--- config.mk ---
export PLATFORM = sky130hd
export DESIGN_NAME = itim_port_arbiter
export DESIGN_NICKNAME = d
export VERILOG_FILES = /design/src/rtl/itim_pkg.sv /design/src/rtl/itim_window_chk.sv /design/src/rtl/itim_port_arbiter.sv
export SDC_FILE = /design/constraint.sdc
export NUM_CORES = 1
export LEC_CHECK = 0
export ABC_AREA = 0
export CORE_MARGIN = 3
export CORE_UTILIZATION = 22
export DETAILED_ROUTE_END_ITERATION = 6
export PLACE_DENSITY_LB_ADDON = 0.15
export RECOVER_POWER = 100
export SLEW_MARGIN = 10
export SYNTH_ARGS = -nofsm -noshare
export SYNTH_HDL_FRONTEND = slang
export SYNTH_SLANG_ARGS = --single-unit
--- constraint.sdc ---
create_clock -name clk -period 4 [get_ports clk]
set_input_delay 0.8 -clock clk [delete_from_list [all_inputs] [get_ports clk]]
set_output_delay 0.8 -clock clk [all_outputs]
set_load 0.005 [all_outputs]
--- src/rtl/itim_pkg.sv ---
// Shared definitions for the ITIM fetch/load port arbiter.
package itim_pkg;

    localparam int          ROM_ADDR_BITS_DEF = 10;
    localparam logic [31:0] ITIM_BASE_DEF     = 32'h0000_0000;
    localparam int          MAX_D_STREAK_DEF  = 4;
    localparam int          STREAK_W          = 4;

    typedef enum logic {
        PORT_F = 1'b0,
        PORT_D = 1'b1
    } port_e;

    // One outstanding read: which port owns the response and whether it is an error reply.
    typedef struct packed {
        logic  valid;
        port_e port;
        logic  err;
    } issue_tag_t;

endpackage

--- src/rtl/itim_window_chk.sv ---
// Combinational ITIM window/alignment check and word-address extraction for one requester.
module itim_window_chk
    import itim_pkg::*;
#(
    parameter int          ROM_ADDR_BITS = ROM_ADDR_BITS_DEF,
    parameter logic [31:0] ITIM_BASE     = ITIM_BASE_DEF,
    parameter bit          CHECK_ALIGN   = 1'b0
) (
    input  logic [31:0]              addr,
    output logic                     err,
    output logic [ROM_ADDR_BITS-1:0] word_addr
);

    // 33-bit limit so the window size stays representable for any address width.
    localparam logic [32:0] WINDOW_BYTES = 33'(1) << (ROM_ADDR_BITS + 2);

    logic [31:0] offset;
    logic        in_window;
    logic        misaligned;

    assign offset     = addr - ITIM_BASE;
    assign in_window  = ({1'b0, offset} < WINDOW_BYTES);
    assign misaligned = CHECK_ALIGN && (addr[1:0] != 2'b00);
    assign err        = !in_window || misaligned;
    assign word_addr  = offset[ROM_ADDR_BITS+1:2];

endmodule

--- src/rtl/itim_port_arbiter.sv ---
// Shares one synchronous-read ITIM between the fetch (F) and load (D) ports.
// D has priority, bounded by a streak limit so a waiting fetch is never starved.
module itim_port_arbiter
    import itim_pkg::*;
#(
    parameter int          ROM_ADDR_BITS = ROM_ADDR_BITS_DEF,
    parameter logic [31:0] ITIM_BASE     = ITIM_BASE_DEF,
    parameter int          MAX_D_STREAK  = MAX_D_STREAK_DEF
) (
    input  logic                     clk,
    input  logic                     rst,
    input  logic                     f_req_valid,
    input  logic [31:0]              f_req_addr,
    output logic                     f_req_ready,
    input  logic                     f_flush,
    output logic                     f_rsp_valid,
    output logic [31:0]              f_rsp_rdata,
    output logic                     f_rsp_err,
    input  logic                     d_req_valid,
    input  logic [31:0]              d_req_addr,
    output logic                     d_req_ready,
    output logic                     d_rsp_valid,
    output logic [31:0]              d_rsp_rdata,
    output logic                     d_rsp_err,
    output logic                     mem_en,
    output logic [ROM_ADDR_BITS-1:0] mem_addr,
    input  logic [31:0]              mem_rdata
);

    localparam logic [STREAK_W-1:0] STREAK_MAX = STREAK_W'(MAX_D_STREAK);

    logic                     f_err;
    logic                     d_err;
    logic [ROM_ADDR_BITS-1:0] f_word;
    logic [ROM_ADDR_BITS-1:0] d_word;
    logic                     f_grant;
    logic                     d_grant;
    logic                     rsp_live;
    logic [STREAK_W-1:0]      streak_q;
    issue_tag_t               tag_q;

    itim_window_chk #(
        .ROM_ADDR_BITS (ROM_ADDR_BITS),
        .ITIM_BASE     (ITIM_BASE),
        .CHECK_ALIGN   (1'b1)
    ) u_f_chk (
        .addr      (f_req_addr),
        .err       (f_err),
        .word_addr (f_word)
    );

    itim_window_chk #(
        .ROM_ADDR_BITS (ROM_ADDR_BITS),
        .ITIM_BASE     (ITIM_BASE),
        .CHECK_ALIGN   (1'b0)
    ) u_d_chk (
        .addr      (d_req_addr),
        .err       (d_err),
        .word_addr (d_word)
    );

    // Nothing is granted while reset is held, so every output reads 0 in the reset cycle.
    always_comb begin
        f_grant = 1'b0;
        d_grant = 1'b0;
        if (!rst) begin
            if (f_req_valid && (!d_req_valid || streak_q == STREAK_MAX)) begin
                f_grant = 1'b1;
            end else if (d_req_valid) begin
                d_grant = 1'b1;
            end
        end
    end

    assign f_req_ready = f_grant;
    assign d_req_ready = d_grant;

    // Out-of-window grants are accepted but never touch the array.
    always_comb begin
        mem_en   = (f_grant && !f_err) || (d_grant && !d_err);
        mem_addr = '0;
        if (f_grant) begin
            mem_addr = f_word;
        end else if (d_grant) begin
            mem_addr = d_word;
        end
    end

    always_ff @(posedge clk) begin
        if (rst) begin
            streak_q <= '0;
            tag_q    <= '0;
        end else begin
            tag_q.valid <= f_grant || d_grant;
            tag_q.port  <= d_grant ? PORT_D : PORT_F;
            tag_q.err   <= (f_grant && f_err) || (d_grant && d_err);

            if (!f_req_valid || f_grant) begin
                streak_q <= '0;
            end else if (d_grant && streak_q != STREAK_MAX) begin
                streak_q <= streak_q + 1'b1;
            end
        end
    end

    // A reset landing in the response cycle drops the in-flight reply.
    assign rsp_live = !rst && tag_q.valid;

    assign f_rsp_valid = rsp_live && (tag_q.port == PORT_F) && !f_flush;
    assign f_rsp_err   = f_rsp_valid && tag_q.err;
    assign f_rsp_rdata = (f_rsp_valid && !tag_q.err) ? mem_rdata : '0;

    assign d_rsp_valid = rsp_live && (tag_q.port == PORT_D);
    assign d_rsp_err   = d_rsp_valid && tag_q.err;
    assign d_rsp_rdata = (d_rsp_valid && !tag_q.err) ? mem_rdata : '0;

endmodule

==> Implementation_results.wiki, run 1 <==
{| class="wikitable"
! Metric !! Value
|-
| Run status || complete, no violations
|-
| Async set-or-reset flop fraction in the synthesized netlist || 0
|-
| Count of mapped cells out of synthesis || around 140
|-
| Global-route congestion overflow total || 0
|-
| ANT cells || 0
|-
| Final Max Slew Viols || 0
|-
| Signed area change from the synthesized netlist to the final layout || 192.6%
|-
| Routed WL per cell || approximately 14 um
|-
| Setup fix buffers added after clock tree synthesis || 0
|-
| Post-CTS resize count || 0
|-
| Worst setup slack before clock tree synthesis || roughly 0.46 ns
|-
| Relative slew slack || 0.6160
|-
| Hold/Removal Path Class || flip-flop to flip-flop
|-
| Smallest setup slack after layout || about 0.35 ns
|-
| Vias || approximately 1700
|-
| Largest net degree at the start of global routing || 33
|-
| Net count after synthesis || roughly 240
|-
| Number of vias per cell || approximately 4.5
|-
| Global Route met2 Usage || 0.3717
|-
| Yosys warning count || 0
|-
| Shortest period the worst path allows || ~3.7 ns
|-
| Cell type with the highest aggregate area in the netlist || sky130_fd_sc_hd__and2_1
|-
| Initial antenna violation count || 0
|-
| Final routed DRC violation total || 0
|-
| Synthesized area per cell || about 7 um^2
|-
| Antenna-violating nets left || 0
|-
| Post-CTS Hold Buffers || 0
|-
| Clock tree from TritonCTS || done
|-
| Critical path cell sequence || dlygate4sd3_1, nor2b_1, a21boi_2, a22o_1, dlygate4sd3_1
|-
| Data required time at the worst endpoint || 3.20 ns
|-
| Synthesized flop and latch total || 7
|-
| Kind of capture point of the worst setup path || primary output
|-
| Global-route wire length before repair || roughly 7800 um
|-
| Cell types occupying the most area after synthesis || sky130_fd_sc_hd__and2_1, sky130_fd_sc_hd__dfxtp_1, sky130_fd_sc_hd__a22o_1, sky130_fd_sc_hd__nor4_1, sky130_fd_sc_hd__nor2_1
|-
| Library cells used by synthesis || 25
|-
| Initial core utilization || 0.2367
|-
| Crit path largest cell delay || approximately 0.58 ns
|-
| Area enclosed by the die boundary || 5296 um^2
|-
| Fraction of synthesized cell area taken by the top area cell type || 0.4209
|-
| Placer congestion estimate || about 0.79
|-
| Most frequent CP cell || sky130_fd_sc_hd__dlygate4sd3_1
|-
| Worst-path cell with the longest stage delay || sky130_fd_sc_hd__dlygate4sd3_1
|-
| Die extent in y || 72.78 um
|-
| Iter 0 DRT Violations || 61
|-
| Most common cell in the netlist || sky130_fd_sc_hd__and2_1
|-
| Sinks on the clock net || 7
|-
| Chip Width || ~73 um
|-
| P_leak || ~1.2 nW
|-
| Register clock-pin slew on the reported worst setup and hold paths || ~0.040 ns
|-
| # port buffers || about 180
|-
| Clock root cell || sky130_fd_sc_hd__clkbuf_8
|-
| Max Clk Rate || approximately 0.27 GHz
|-
| Final Hold Vio Count || 0
|-
| Synth top cells by count || sky130_fd_sc_hd__and2_1, sky130_fd_sc_hd__a22o_1, sky130_fd_sc_hd__nor4_1
|-
| Area of the placeable core || ~4100 um^2
|-
| Global routing met1 resource utilization || 0.1911
|-
| PD cells || about 120 nW/um^2
|-
| Post-Route Skew || between 0.0003 and 0.0004 ns
|-
| Overall Global Routing Usage || 0.1855
|-
| Top fanout value on the critical path || 13
|-
| Sequential area share after synthesis || 0.1429
|-
| Iteration count of the initial detailed-routing pass || 4
|-
| Most Used Layer, Global Route || met2
|-
| Final TNS setup || 0 ns
|-
| Buffer levels on the longest clock path || 2
|-
| DP Wirelength || roughly 4700 um
|-
| VDD IR-drop max || ~0.094 mV
|-
| Row count || 23
|-
| Share of layout cells above drive strength 1 || 0.02848
|-
| Inserted Clock Buffers || 3
|-
| Number of global-route vias before repair || around 1600
|-
| Nets || 420
|-
| Maximum capacitance violations || 0
|-
| Final core utilization || 0.6926
|-
| Cell area after technology mapping || 980.9 um^2
|-
| Deepest level of the CTS H-tree || 1
|-
| Final setup viols || 0
|-
| Number of synthesized flops with an enable pin || 0
|-
| Tightest Pin Transition || approximately 0.57 ns
|-
| Arrival time at the worst endpoint || 2.85 ns
|-
| Global Route met3 Usage || 0.03168
|-
| Power consumption || around 0.00033 W
|-
| Critical path start-end classification || primary input to primary output
|-
| CP startpoint kind || primary input
|-
| Boundary Pins || around 180
|-
| Portion of the clock cycle consumed by the worst path in the final layout || 0.9132
|-
| Unrepaired setup endpoints after global routing || no
|-
| Synth Flop Type || sky130_fd_sc_hd__dfxtp_1
|-
| Clock insertion delay at the later pin of the skew report || between 0.2 and 0.25 ns
|-
| Total wire length after detailed routing || 5220 um
|}
## routing by layer
layer,vias to the layer above,share of wire
li1,823,-
met3,7,0.098
met4,0,0.016
met5,-,0
met2,117,0.54
met1,704,0.35
## power by group
part	internal, W	switching [W]
Combinational	0.000118	0.0000402
Sequential	0.0000727	0.00000250
Clock	0.0000689	0.0000298
Total	0.000260	0.0000725
## final cells by class
cell class	instances	area, um^2
clock buffer	4	45.04
timing repair buffer	182	1810
fill	376	1274
multi-input combinational	116	785.8
tap	50	62.56
inverter	7	26.28
sequential	7	140.1
## cells in the final DEF, fill, tap and decap left out, types with 2 or more instances in the layout
cell type and n:
sky130_fd_sc_hd__buf_4 2, sky130_fd_sc_hd__dlygate4sd3_1 55, sky130_fd_sc_hd__clkbuf_1 2, sky130_fd_sc_hd__nor4_4 2, sky130_fd_sc_hd__inv_1 7, sky130_fd_sc_hd__nor4_1 9, sky130_fd_sc_hd__nand2_1 2, sky130_fd_sc_hd__nor3_1 2
sky130_fd_sc_hd__o211a_1 2, sky130_fd_sc_hd__a22o_1 11, sky130_fd_sc_hd__clkbuf_8 3, sky130_fd_sc_hd__and2_0 17, sky130_fd_sc_hd__nor2_1 8, sky130_fd_sc_hd__dfxtp_1 7, sky130_fd_sc_hd__and2_1 49, sky130_fd_sc_hd__ha_1 2
sky130_fd_sc_hd__nand3_1 3, sky130_fd_sc_hd__clkdlybuf4s50_1 124
## metrics by stage
stage	hold WS, ns	instances	area [um^2]
2_1_floorplan	0.4297	138	980.9
3_3_place_gp	0.4492	362	2834
3_5_place_dp	0.4539	362	2834
4_1_cts	0.4703	366	2879
5_1_grt	0.5075	366	2870
6_report	0.4581	366	2870
## worst max-delay path, delay by kind of cell
kind                   cells  cell delay, ns
buffers and inverters      2            1.16
AO/OA/AOI/OAI              2            0.74
AND/OR/NAND/NOR            1            0.15
## cell families after synthesis
logic type | count (synthesis) | share of synthesized area
compound gates | 16 | 0.1403
flops | 7 | 0.1429
buf+inv | 15 | 0.05995
xor+xnor | 2 | 0.01786
fa+ha+maj | 2 | 0.02551
simple gates | 96 | 0.6135
## state kept, by name (all words and copies together), names as in the netlist
signal,cells
streak_q,4
tag_q,3
## worst paths after layout
check / end / cells past startpoint / start / slack (ns)
max: mem_addr[4] / 5 / rst / 0.35
min: streak_q[0] / 1 / streak_q[0] / 0.46
max reg2reg: tag_q[0] / 6 / streak_q[0] / 2.49
min reg2reg: streak_q[0] / 1 / streak_q[0] / 0.46
Note: power is estimated with default switching activity, not from simulation.
==> run 2: changes to the inputs <==
Settings changed: CORE_MARGIN 3 to 2.
==> run 2 against run 1 <==
  * Clock skew is 0.0028 ns higher
  * Combinational power hardly changed
  * Sequential cell count stayed put
  * Worst setup slack worse by 0.0038 ns
  * Sequential share of layout area hardly changed
  * Non-clock buffer count stayed put
  * Register-to-register slack worse by 0.04 ns
  * Routed wire length is 8.5% lower
  * Fmax is 0.10% lower
  * Utilization is 2.9 points lower
  * Worst hold slack worse by 0.0020 ns
==> Implementation_results.wiki, run 2 (synthesized netlist as in run 1, its figures left out) <==
{| class="wikitable"
! Metric !! Value
|-
| Run status || complete, no violations
|-
| Area enclosed by the die boundary || 5009 um^2 (-5.4%)
|-
| Final core utilization || 0.6632 (-0.02944)
|-
| Buffer levels on the longest clock path || 2 (unchanged)
|-
| Iter 0 DRT Violations || 35 (-43%)
|-
| Max Clk Rate || 0.2735 GHz (-0.10%)
|-
| Most common library cell in the layout ignoring fill and taps || sky130_fd_sc_hd__clkdlybuf4s50_1
|-
| Final TNS setup || 0 ns (unchanged)
|-
| Length of routed met2 wiring || 2595 um (-7.3%)
|-
| Boundary Pins || 182 (unchanged)
|-
| Most frequent cells in the layout || sky130_fd_sc_hd__clkdlybuf4s50_1, sky130_fd_sc_hd__dlygate4sd3_1, sky130_fd_sc_hd__and2_1, sky130_fd_sc_hd__and2_0, sky130_fd_sc_hd__a22o_1
|-
| Number of flip-flops in the largest register || 4 (unchanged)
|-
| Relative slew slack || 0.6141 (-0.001933)
|-
| Initial antenna violation count || 0 (unchanged)
|-
| Signed area change from the synthesized netlist to the final layout || 192.3% (about the same)
|-
| Setup fix buffers added after clock tree synthesis || 0 (unchanged)
|-
| # port buffers || 179 (unchanged)
|-
| Final routed DRC violation total || 0 (unchanged)
|-
| DR top layer || met4
|-
| Share of layout cells above drive strength 1 || 0.02848 (unchanged)
|-
| Largest net degree at the start of global routing || 33 (unchanged)
|-
| Kind of capture point of the worst setup path || primary output
|-
| Post-CTS resize count || 0 (unchanged)
|-
| Post-Route Skew || 0.003091 ns (+0.002761 ns)
|-
| Shortest period the worst path allows || 3.657 ns (+0.003752 ns)
|-
| PD cells || 116.3 nW/um^2 (+0.46%)
|-
| Vias || 1601 (-3.0%)
|-
| P_leak || 1.188 nW (-4.0%)
|-
| ANT cells || 0 (unchanged)
|-
| Number of vias per cell || 4.351 (-3.6%)
|-
| Critical path start-end classification || primary input to primary output
|-
| Row count || 24 (+4.3%)
|-
| Inserted Clock Buffers || 3 (unchanged)
|-
| Nets || 420 (unchanged)
|-
| VDD IR-drop max || 0.07951 mV (-15%)
|-
| Detail Route met3 WL || 430 um (-16%)
|-
| Global-route wire length before repair || 7376 um (-5.1%)
|-
| Tightest Pin Transition || 0.5755 ns (+0.002883 ns)
|-
| Clock insertion delay at the later pin of the skew report || 0.23 ns (about the same)
|-
| Global-route congestion overflow total || 0 (unchanged)
|-
| Die extent in y || 70.78 um (-2.7%)
|-
| Power consumption || 0.0003336 W (+0.37%)
|-
| Total wire length after detailed routing || 4775 um (-8.5%)
|-
| Portion of the clock cycle consumed by the worst path in the final layout || 0.9141 (+0.0009380)
|-
| DP Wirelength || 4318 um (-8.4%)
|-
| Post-CTS Hold Buffers || 0 (unchanged)
|-
| Initial core utilization || 0.2269 (-0.009863)
|-
| Arrival time at the worst endpoint || 2.86 ns (about the same)
|-
| Routed length on met1 || 1690 um (-7.4%)
|-
| Overall Global Routing Usage || 0.1801 (-0.005376)
|-
| Maximum capacitance violations || 0 (unchanged)
|-
| Placer congestion estimate || 0.7702 (-2.9%)
|-
| Data required time at the worst endpoint || 3.20 ns (about the same)
|-
| Register with the most flip-flops || streak_q
|-
| Final Max Slew Viols || 0 (unchanged)
|-
| Sinks on the clock net || 7 (unchanged)
|-
| Routed WL per cell || 12.98 um (-9.0%)
|-
| Clock root cell || sky130_fd_sc_hd__clkbuf_8
|-
| Hold/Removal Path Class || flip-flop to flip-flop
|-
| Area of the placeable core || 4324 um^2 (+4.3%)
|-
| Iteration count of the initial detailed-routing pass || 4 (unchanged)
|-
| CP startpoint kind || primary input
|-
| Final setup viols || 0 (unchanged)
|-
| Leading registers by flop count || streak_q (4), tag_q (3)
|-
| Deepest level of the CTS H-tree || 1 (unchanged)
|-
| Final hold slack || 0.4561 ns (-0.001986 ns)
|-
| Number of global-route vias before repair || 1529 (-4.9%)
|-
| Clock tree from TritonCTS || done
|-
| Final Hold Vio Count || 0 (unchanged)
|-
| Chip Width || 70.78 um (-2.7%)
|-
| Top fanout value on the critical path || 32 (+19)
|-
| Unrepaired setup endpoints after global routing || no
|-
| Register clock-pin slew on the reported worst setup and hold paths || 0.04 ns (about the same)
|-
| Antenna-violating nets left || 0 (unchanged)
|}
-- run 2: final timing paths --
path          startpoint              to  slack, ns  cells past startpoint
min          streak_q[0]     streak_q[0]       0.46                      1
max reg2reg  streak_q[0]        tag_q[0]       2.45                      6
max                  rst  f_rsp_rdata[7]       0.34                      7
min reg2reg  streak_q[0]     streak_q[0]       0.46                      1
-- run 2: critical path: stages --
cell and delay (ns):
sky130_fd_sc_hd__clkdlybuf4s50_1 0.45, sky130_fd_sc_hd__inv_1 0.10, sky130_fd_sc_hd__nand2_1 0.13, sky130_fd_sc_hd__nor4_4 0.16
sky130_fd_sc_hd__clkbuf_2 0.42, sky130_fd_sc_hd__and2_1 0.19, sky130_fd_sc_hd__dlygate4sd3_1 0.59
-- run 2: report_power, final --
group / switching (W) / internal (W)
Combinational: 0.0000400 / 0.000118
Clock: 0.0000313 / 0.0000690
Sequential: 0.00000228 / 0.0000727
-- run 2: per-stage QoR --
| stage | worst slack [ns] | instances | area, um^2 |
|---|---|---|---|
| after floorplan | 1.482 | 138 | 980.9 |
| after global placement | 0.4763 | 364 | 2836 |
| after detailed placement | 0.4681 | 364 | 2836 |
| after CTS | 0.4429 | 368 | 2882 |
| after global routing | 0.1670 | 368 | 2868 |
| final | 0.3435 | 368 | 2868 |
-- run 2: layout make-up --
cell class,instances,area [um^2]
inverter,7,26.28
fill,405,1456
clock buffer,4,45.04
sequential,7,140.1
timing repair buffer,182,1805
multi-input combinational,116,785.8
tap,52,65.06
-- run 2: routing by layer --
| metal | GRT usage | vias up |
|---|---|---|
| met4 | 0.05451 | 0 |
| li1 | - | 823 |
| met3 | 0.02849 | 4 |
| met5 | 0 | - |
| met2 | 0.3593 | 106 |
| met1 | 0.1902 | 668 |
